==> src/rtl/shift_deser_if.sv <==
// Handshake bundle for shift_deser: beat input side, word output side and status.
// The slave modport is the deserializer; the master modport is whatever drives beats and takes words.
interface shift_deser_if #(
  parameter int WIDTH = 8,
  parameter int LANES = 1
);
  localparam int BEATS = WIDTH / LANES;
  localparam int CW    = (BEATS > 1) ? $clog2(BEATS) : 1;

  logic             i_clear;
  logic             i_en;
  logic [LANES-1:0] i_data;
  logic             o_ready;
  logic             o_valid;
  logic             i_ready;
  logic [WIDTH-1:0] o_data;
  logic [CW-1:0]    o_beat;
  logic             o_overrun;

  modport slave (
    input  i_clear, i_en, i_data, i_ready,
    output o_ready, o_valid, o_data, o_beat, o_overrun
  );

  modport master (
    output i_clear, i_en, i_data, i_ready,
    input  o_ready, o_valid, o_data, o_beat, o_overrun
  );
endinterface

==> src/rtl/shift_deser.sv <==
// Serial-to-parallel deserializer: LANES bits per beat into WIDTH-bit words,
// with a valid/ready output register so the next word can shift in while one is held.
module shift_deser #(
  parameter int WIDTH     = 8,
  parameter int LANES     = 1,
  parameter int MSB_FIRST = 0
) (
  input  logic          i_clk,
  input  logic          i_rst_n,
  shift_deser_if.slave  bus
);
  localparam int BEATS = WIDTH / LANES;
  localparam int CW    = (BEATS > 1) ? $clog2(BEATS) : 1;
  localparam logic [CW-1:0] LAST_BEAT = CW'(BEATS - 1);

  // Handshakes: a beat moves when i_en && o_ready; a word moves when o_valid && i_ready.
  logic [WIDTH-1:0] r_sr;
  logic [WIDTH-1:0] r_data;
  logic [CW-1:0]    r_beat;
  logic             r_valid;
  logic             r_ovr;

  logic             w_last;
  logic             w_ready;
  logic             w_acc;
  logic             w_fire;
  logic             w_done;
  logic [CW-1:0]    w_slot;
  logic [WIDTH-1:0] w_sr_next;

  assign w_last  = (r_beat == LAST_BEAT);
  // Only the completing beat can stall, and only while a word is still held.
  assign w_ready = !(r_valid && !bus.i_ready && w_last);
  assign w_acc   = bus.i_en && w_ready;
  assign w_fire  = r_valid && bus.i_ready;
  assign w_done  = w_acc && w_last;
  assign w_slot  = (MSB_FIRST != 0) ? (LAST_BEAT - r_beat) : r_beat;

  always_comb begin
    w_sr_next = r_sr;
    for (int k = 0; k < BEATS; k++) begin
      if (w_slot == CW'(k)) w_sr_next[k*LANES +: LANES] = bus.i_data;
    end
  end

  always_ff @(posedge i_clk or negedge i_rst_n) begin
    if (!i_rst_n) begin
      r_sr    <= '0;
      r_data  <= '0;
      r_beat  <= '0;
      r_valid <= 1'b0;
      r_ovr   <= 1'b0;
    end else if (bus.i_clear) begin
      r_beat  <= '0;
      r_valid <= 1'b0;
      r_ovr   <= 1'b0;
    end else begin
      if (w_acc) begin
        r_sr <= w_sr_next;
        if (w_last) begin
          r_beat <= '0;
          r_data <= w_sr_next;
        end else begin
          r_beat <= r_beat + 1'b1;
        end
      end
      if (bus.i_en && !w_ready) r_ovr <= 1'b1;
      // A word completing in the same cycle as a read keeps o_valid high.
      if (w_done) r_valid <= 1'b1;
      else if (w_fire) r_valid <= 1'b0;
    end
  end

  assign bus.o_ready   = w_ready;
  assign bus.o_valid   = r_valid;
  assign bus.o_data    = r_data;
  assign bus.o_beat    = r_beat;
  assign bus.o_overrun = r_ovr;

`ifdef FORMAL
  a_beat_range: assert property (@(posedge i_clk) disable iff (!i_rst_n)
    r_beat <= LAST_BEAT);
  a_hold: assert property (@(posedge i_clk) disable iff (!i_rst_n)
    (r_valid && !bus.i_ready && !bus.i_clear) |=> (r_valid && $stable(r_data)));
  a_stall_valid: assert property (@(posedge i_clk) disable iff (!i_rst_n)
    !w_ready |-> r_valid);
  a_overrun: assert property (@(posedge i_clk) disable iff (!i_rst_n)
    (bus.i_en && !w_ready && !bus.i_clear) |=> r_ovr);
`endif
endmodule

==> src/flat_wrapper.sv <==
// flat-port wrapper written by rule: the top's interface ports become plain ports
module shift_deser_flat 
#(
  parameter int WIDTH     = 8,
  parameter int LANES     = 1,
  parameter int MSB_FIRST = 0
)
  (i_clk, i_rst_n, bus_i_clear, bus_i_en, bus_i_data, bus_i_ready, bus_o_ready, bus_o_valid, bus_o_data, bus_o_beat, bus_o_overrun);
  shift_deser_if #(.WIDTH(WIDTH), .LANES(LANES)) bus_i ();
  input  logic i_clk;
  input  logic i_rst_n;
  input wire logic [$bits(bus_i.i_clear)-1:0] bus_i_clear;
  input wire logic [$bits(bus_i.i_en)-1:0] bus_i_en;
  input wire logic [$bits(bus_i.i_data)-1:0] bus_i_data;
  input wire logic [$bits(bus_i.i_ready)-1:0] bus_i_ready;
  output wire logic [$bits(bus_i.o_ready)-1:0] bus_o_ready;
  output wire logic [$bits(bus_i.o_valid)-1:0] bus_o_valid;
  output wire logic [$bits(bus_i.o_data)-1:0] bus_o_data;
  output wire logic [$bits(bus_i.o_beat)-1:0] bus_o_beat;
  output wire logic [$bits(bus_i.o_overrun)-1:0] bus_o_overrun;
  assign bus_i.i_clear = bus_i_clear;
  assign bus_i.i_en = bus_i_en;
  assign bus_i.i_data = bus_i_data;
  assign bus_i.i_ready = bus_i_ready;
  assign bus_o_ready = bus_i.o_ready;
  assign bus_o_valid = bus_i.o_valid;
  assign bus_o_data = bus_i.o_data;
  assign bus_o_beat = bus_i.o_beat;
  assign bus_o_overrun = bus_i.o_overrun;
  shift_deser #(.WIDTH(WIDTH), .LANES(LANES), .MSB_FIRST(MSB_FIRST)) u_core (.i_clk(i_clk), .i_rst_n(i_rst_n), .bus(bus_i));
endmodule
==> config.mk <==
export PLATFORM = sky130hd
export DESIGN_NAME = shift_deser_flat
export DESIGN_NICKNAME = d
export VERILOG_FILES = /design/src/rtl/shift_deser_if.sv /design/src/rtl/shift_deser.sv /design/src/flat_wrapper.sv
export SDC_FILE = /design/constraint.sdc
export NUM_CORES = 1
export LEC_CHECK = 0
export BUFFER_PORTS_ARGS = -buffer_cell sky130_fd_sc_hd__buf_4
export CAP_MARGIN = 25
export CORE_UTILIZATION = 39
export CTS_BUF_LIST = sky130_fd_sc_hd__clkbuf_4 sky130_fd_sc_hd__clkbuf_8
export CTS_CLUSTER_SIZE = 30
export DETAILED_ROUTE_END_ITERATION = 16
export GPL_TIMING_DRIVEN = 0
export HOLD_SLACK_MARGIN = 0.1
export SLEW_MARGIN = 15
export SYNTH_ARGS = -nofsm -noshare
export SYNTH_HDL_FRONTEND = slang
export SYNTH_SLANG_ARGS = --single-unit
==> constraint.sdc <==
create_clock -name i_clk -period 2.2 [get_ports i_clk]
set_input_delay 0.44 -clock i_clk [delete_from_list [all_inputs] [get_ports i_clk]]
set_output_delay 0.44 -clock i_clk [all_outputs]
set_load 0.05 [all_outputs]
==> run metrics, run 1 <==
result of the run=finished clean; cell area after technology mapping=~1100 sq um; nets=135; Worst R2R Start=u_core.bus.o_beat[1]; sequential share of the synthesized area=between 40% and 50%; Least-Margin Pin Slew=about 0.43 ns; gr ovfl total=0; level count of the clock H-tree=1; first-pass iteration count of the detailed router=4; Die Span Y=54.2 microns; vias after detailed routing=between 700 and 800; max-slew violation count=0; maximum clock rate=~470 MHz; Remaining DRCs=0; Pwr Density=622 nW/um^2; initial antenna violation count=0; Routed WL=around 2.2 mm; Post-Synthesis Net Count=between 100 and 150; number of failing setup endpoints in the final timing report=0; vias in the first global route=roughly 710; gr usage total=between 10% and 20%; number of buffers inserted during clock tree synthesis=3; worst r2r dst=u_core.bus.o_beat[0]; post-place setup slack=approximately 0.30 ns; endpoints failing hold=0; worst endpoint required time=about 1.8 ns; Worst Hold End=u_core.bus.o_valid; num ports=20; crit-path max cell delay=0.44 ns; Rel. slew slack=71.2%; global-route wire length before repair=3.57 mm; register bit total from synthesis=20; CP endpoint kind=output port; Period Utilization, post-route=between 90% and 100%; total clock sinks=20; area enclosed by the die boundary=2940 sq um; cell repeated most along the worst path=ha_1; clock-pin slew of the registers on the worst-case setup and hold paths=between 0.1 and 0.15 ns; Crit. path cell count=5; Mean Syn Cell Area=approximately 11 sq um; startpoint types=register; source-to-sink clock delay at the later pin of the worst-skew pair=roughly 0.3 ns; post-route clock skew=approximately 0.017 ns; Port-buffer cells=19; buffer type at the clock tree root=clkbuf_4; count of nets left with antenna violations after detail routing=0; Final min period=around 2.1 ns; maximum fanout along the worst path=8; post-detailed-placement half-perimeter wirelength=between 1.5 and 2 mm; leading cell type in the layout, fill and taps excluded=buf_4; vias per cell=around 5.2; synthesis-to-layout area growth=26.1%; arrival time of data at the critical path endpoint=around 1.7 ns; number of standard-cell rows in the floorplan=18; core outline area=between 2000 and 3000 sq um; Worst VDD drop=roughly 650 uV; cell breakdown of the critical path=ha_1 -> ha_1 -> and3b_2 -> clkinv_4 -> buf_8; setup repair after global routing missed its margin=false; TritonCTS clock tree=done; launch point of the worst hold path=bus_i_clear; path type of the worst min-delay path=primary input to register; path depth of the worst reg2reg path=5; routability congestion estimate from global placement=between 0.7 and 0.8; worst setup margin=between 0.09 and 0.1 ns; startpoint-to-endpoint class of the critical path=register to output port; Warnings, synthesis=0; Hold Crit Depth=2; fraction of final layout cells with drive strength greater than 1=approximately 34%; commonest cells after routing, fill and taps aside=22 x buf_4, 20 x dfrtp_1, 10 x a21oi_1, 7 x mux2i_1, 7 x a31oi_1; pin count of the biggest net entering global routing=21; detail-routed net length per standard cell=around 14 microns; cell class contributing the biggest share of worst-path delay=adder cells; distinct cell type count of the synthesized netlist=26; combined buffer and inverter count along the critical path=2; CP max stage cell=dfrtp_1; buffers from clock root to sink, at most=2; Initial Utilization=a little over two fifths; total of max-cap violations=0; total inserted antenna cells=0; Static Leakage=~0.67 nW; number of DRC violations after detailed-routing iteration 0=15; number of standard cells after synthesis=95; Die X=54.2 microns; Setup TNS Final=0 ns; Reg2Reg Setup Slack=0.33 ns
[where the power goes]
group          total [W]  switching, W  internal (W)  leakage, nW
clock           0.000295      0.000111      0.000184       0.0279
sequential      0.000410     0.0000148      0.000395        0.272
combinational   0.000129     0.0000716     0.0000576        0.373
[timing repair]
| item | 4_1_cts | 5_1_grt |
|---|---|---|
| cloned | 0 | 0 |
| setup buffers | 1 | 2 |
| pin swaps | 0 | 1 |
| gates resized for setup | 1 | 3 |
| hold buffers | 1 | 0 |
| setup endpoints to repair | 1 | 1 |
| endpoints found under the hold margin | 20 | 0 |
[metrics by stage]
step	hold slack, ns	power [W]	utilization [%]	area, sq um	cells
2_1_floorplan	0.144	0.000498	-	1060	95
3_3_place_gp	0.336	0.000540	49.4	1240	144
3_5_place_dp	0.335	0.000543	49.4	1240	144
4_1_cts	0.338	0.000844	52.3	1320	150
5_1_grt	0.341	0.000870	53.2	1340	152
6_report	0.349	0.000834	53.2	1340	152
[flip-flops by register name, indices dropped and copies added (netlist names)]
name / count
u_core.bus.o_data: 8
u_core.bus.o_beat: 3
u_core.bus.o_valid: 1
u_core.bus.o_overrun: 1
u_core.r_sr: 7
[synth_stat cells (all sizes together)]
cell type | n | area share, %
dfrtp | 20 | 47
a21oi | 10 | 4.7
mux2 | 8 | 8.8
a31oi | 7 | 4.1
mux2i | 7 | 6.6
ha | 6 | 7.1
nand4 | 6 | 3.5
buf | 5 | 3.8
inv | 4 | 1.4
nand2 | 4 | 1.4
nand2b | 4 | 2.4
nor2 | 2 | 0.71
o31ai | 2 | 1.4
or4 | 2 | 1.4
and3 | 1 | 1.1
and3b | 1 | 0.94
clkbuf | 1 | 0.35
clkinv | 1 | 0.35
nand3 | 1 | 0.47
nand3b | 1 | 0.71
nor2b | 1 | 1.3
o21ai | 1 | 0.47
[how the worst max path moves through the flow]
stage	start	endpoint	slack [ns]
finish	u_core.bus.o_beat[1]	bus_o_ready	0.09
global placement	u_core.bus.o_beat[0]	bus_o_ready	0.32
detailed placement	u_core.bus.o_beat[0]	bus_o_ready	0.30
CTS	u_core.bus.o_beat[1]	bus_o_ready	0.02
floorplan	u_core.bus.o_beat[1]	u_core.r_sr[0]	0.02
global route	u_core.bus.o_beat[1]	bus_o_ready	0.006
[cells by family (layout without fill, tap and decap cells)]
group / Yosys count / in the layout / share of synthesized area [%]
AND/OR/NAND/NOR: 23 / 23 / 13.9
AO/OA/AOI/OAI: 20 / 20 / 10.7
flip-flops: 20 / 20 / 47.1
multiplexers: 15 / 15 / 15.4
buffers and inverters: 11 / 38 / 5.88
adder cells (fa/ha/maj): 6 / 6 / 7.06
[routing by layer]
layer / vias up / global-route usage [%] / part of all wire, %
li1: 398 / - / -
met1: 384 / 25.5 / 50
met2: 13 / 25.2 / 45
met3: 2 / 5.83 / 3.8
met4: 0 / 2.56 / 0.65
met5: - / 0 / 0
[area by class of cell]
class                      instances  area (sq um)
clock inverter                     1          30.0
inverter                           5          23.8
fill                             228          1180
multi-input combinational         64           500
buffer                             6          43.8
timing repair buffer              23           183
tap                               30          37.5
clock buffer                       3          22.5
sequential                        20           500
[worst reg2reg max path: stages, from the launching register on]
cell and delay (ns):
dfrtp_1 0.44, ha_1 0.23, ha_1 0.22, clkbuf_1 0.24, or4_1 0.56, o31ai_1 0.09
No activity file was read; power rests on OpenSTA's default activity.
==> inputs of run 2 (changes only) <==
- RECOVER_POWER: not set -> 100
==> run 2 against run 1 <==
First-iteration DRC count is 13% lower. Worst setup slack better by 0.010 ns. Register-to-register slack about the same. Sequential cell count did not move. Power fell by 0.39%. Global-route usage unchanged. Clock power about the same. Non-clock buffer count is the same. Core utilization fell by 2.5 points. Critical path depth unchanged. Hold slack got worse by 0.0034 ns.
==> run metrics, run 2 (synthesis gave the netlist of run 1 again) <==
result of the run=finished clean; leading cell type in the layout, fill and taps excluded=dfrtp_1; path depth of the worst reg2reg path=5 (unchanged); first-pass iteration count of the detailed router=4 (unchanged); Hold Crit Depth=2 (unchanged); clock-pin slew of the registers on the worst-case setup and hold paths=0.12 ns (about the same); post-detailed-placement half-perimeter wirelength=1.54 mm (unchanged); max FFs per register=8 (unchanged); post-route clock skew=0.0192 ns (+0.00255 ns); Net Switching=0.000199 W (+0.84%); vias in the first global route=714 (unchanged); source-to-sink clock delay at the later pin of the worst-skew pair=0.31 ns (about the same); Setup TNS Final=0 ns (unchanged); Routed WL=2.17 mm (+0.51%); combinational share of power=14.9% (-0.6 points); Least-Margin Pin Slew=1.09 ns (+0.656 ns); number of DRC violations after detailed-routing iteration 0=13 (-2); Rel. slew slack=27.4% (-44 points); level count of the clock H-tree=1 (unchanged); Period Utilization, post-route=95.3% (-0.47 points); synthesis-to-layout area growth=20.1%; switching part of the total=24.0% (+0.29 points); vias per cell=5.28 (+0.63%); nets=135 (unchanged); Remaining DRCs=0 (unchanged); gr ovfl total=0 (unchanged); global-route wire length before repair=3.57 mm (unchanged); share of total power in sequential cells=49.3% (+0.2 points); worst endpoint required time=1.76 ns (about the same); maximum fanout along the worst path=8 (unchanged); count of nets left with antenna violations after detail routing=0 (unchanged); vias after detailed routing=802 (+0.63%); buffers from clock root to sink, at most=2 (unchanged); total inserted antenna cells=0 (unchanged); total clock sinks=20 (unchanged); number of buffers inserted during clock tree synthesis=3 (unchanged); total of max-cap violations=0 (unchanged); number of standard-cell rows in the floorplan=18 (unchanged); area enclosed by the die boundary=2940 sq um (unchanged); Pwr Density=651 nW/um^2 (+4.6%); Final min period=2.10 ns (-0.0103 ns); routability congestion estimate from global placement=0.732 (unchanged); Die Span Y=54.2 microns (unchanged); initial antenna violation count=0 (unchanged); Port-buffer cells=19 (unchanged); gr usage total=17.4% (unchanged); core outline area=2520 sq um (unchanged); post-layout instance count excluding filler cells=152 (unchanged); Reg2Reg Setup Slack=0.33 ns (about the same); internal power component=0.000632 W (-0.77%); source of the critical timing path=u_core.bus.o_beat[1]; max-slew violation count=0 (unchanged); Inst Count DP=144 (unchanged); num ports=20 (unchanged); fraction of final layout cells with drive strength greater than 1=21.3% (-12 points); arrival time of data at the critical path endpoint=1.66 ns (about the same); pin count of the biggest net entering global routing=21 (unchanged); path type of the worst min-delay path=primary input to register; Initial Utilization=42.2% (unchanged); detail-routed net length per standard cell=14.3 microns (+0.51%); Static Leakage=0.610 nW (-9.3%); number of failing setup endpoints in the final timing report=0 (unchanged); TritonCTS clock tree=done; Worst R2R Start=u_core.bus.o_beat[1]; Die X=54.2 microns (unchanged); CP endpoint kind=output port; commonest cells after routing, fill and taps aside=20 x dfrtp_1, 16 x clkbuf_1, 10 x a21oi_1; setup repair after global routing missed its margin=false; startpoint types=register; maximum clock rate=477 MHz (+0.49%); launch point of the worst hold path=bus_i_clear; endpoints failing hold=0 (unchanged); startpoint-to-endpoint class of the critical path=register to output port; Worst VDD drop=655 uV (+0.24%); part of the total power dissipated in the clock network=35.7% (+0.3 points); buffer type at the clock tree root=clkbuf_4
==> run 2: cell types whose count changed in the layout (fill, tap and decap cells not counted) <==
cell	change
buf_4	-15
clkbuf_1	+15
and3_2	+1
and3_4	-1
clkbuf_4	+1
buf_6	-1
==> run 2: final cells by class <==
class	count	area [sq um]
clock inverter	1	30.0
buffer	6	36.3
tap	30	37.5
clock buffer	3	22.5
inverter	5	23.8
fill	251	1240
sequential	20	500
timing repair buffer	23	130
multi-input combinational	64	497
==> run 2: worst paths after layout <==
check	endpoint
min	u_core.bus.o_valid
min in group asynchronous	u_core.bus.o_valid
max in group asynchronous	u_core.r_sr[6]
max	bus_o_ready
min reg2reg	u_core.r_sr[6]
max reg2reg	u_core.bus.o_beat[0]
==> run 2: stage by stage <==
| stage | hold slack, ns | cell area [sq um] | total power [W] | utilization (%) | worst slack [ns] |
|---|---|---|---|---|---|
| floorplan | 0.144 | 1060 | 0.000498 | - | 0.0237 |
| global placement | 0.336 | 1240 | 0.000540 | 49.4 | 0.316 |
| detailed placement | 0.335 | 1240 | 0.000543 | 49.4 | 0.297 |
| CTS | 0.338 | 1320 | 0.000844 | 52.3 | 0.0160 |
| global route | 0.341 | 1280 | 0.000865 | 50.6 | 0.0210 |
| finish | 0.346 | 1280 | 0.000831 | 50.6 | 0.103 |
==> run 2: per-layer routing <==
layer / vias to the layer above / GRT usage [%] / wire [microns]
met3: 2 / 5.83 / 126
li1: 396 / - / -
met1: 385 / 25.5 / 1050
met5: - / 0 / 0
met4: 0 / 2.56 / 14
met2: 19 / 25.2 / 979
==> run 2: what timing repair did <==
item                                    CTS  global route
hold buffers                              1             0
pin swaps                                 0             1
buffers inserted                          1             2
resized for setup                         1             3
endpoints found under the setup margin    1             1
hold endpoints to repair                 20             0
==> run 2: power by group through the flow <==
stage | Sequential (W) | Clock (W) | Combinational [W]
after global placement | 0.000417 | 0 | 0.000124
after floorplan | 0.000430 | 0 | 0.0000671
after detailed placement | 0.000418 | 0 | 0.000125
final | 0.000410 | 0.000297 | 0.000124
after CTS | 0.000410 | 0.000303 | 0.000131
after global routing | 0.000412 | 0.000316 | 0.000137
==> run 2: worst max-delay path, stage by stage, from the launching register on <==
cell and delay (ns):
dfrtp_1 0.44, ha_1 0.23, ha_1 0.21, and3b_2 0.25, clkinv_4 0.09, buf_8 0.14
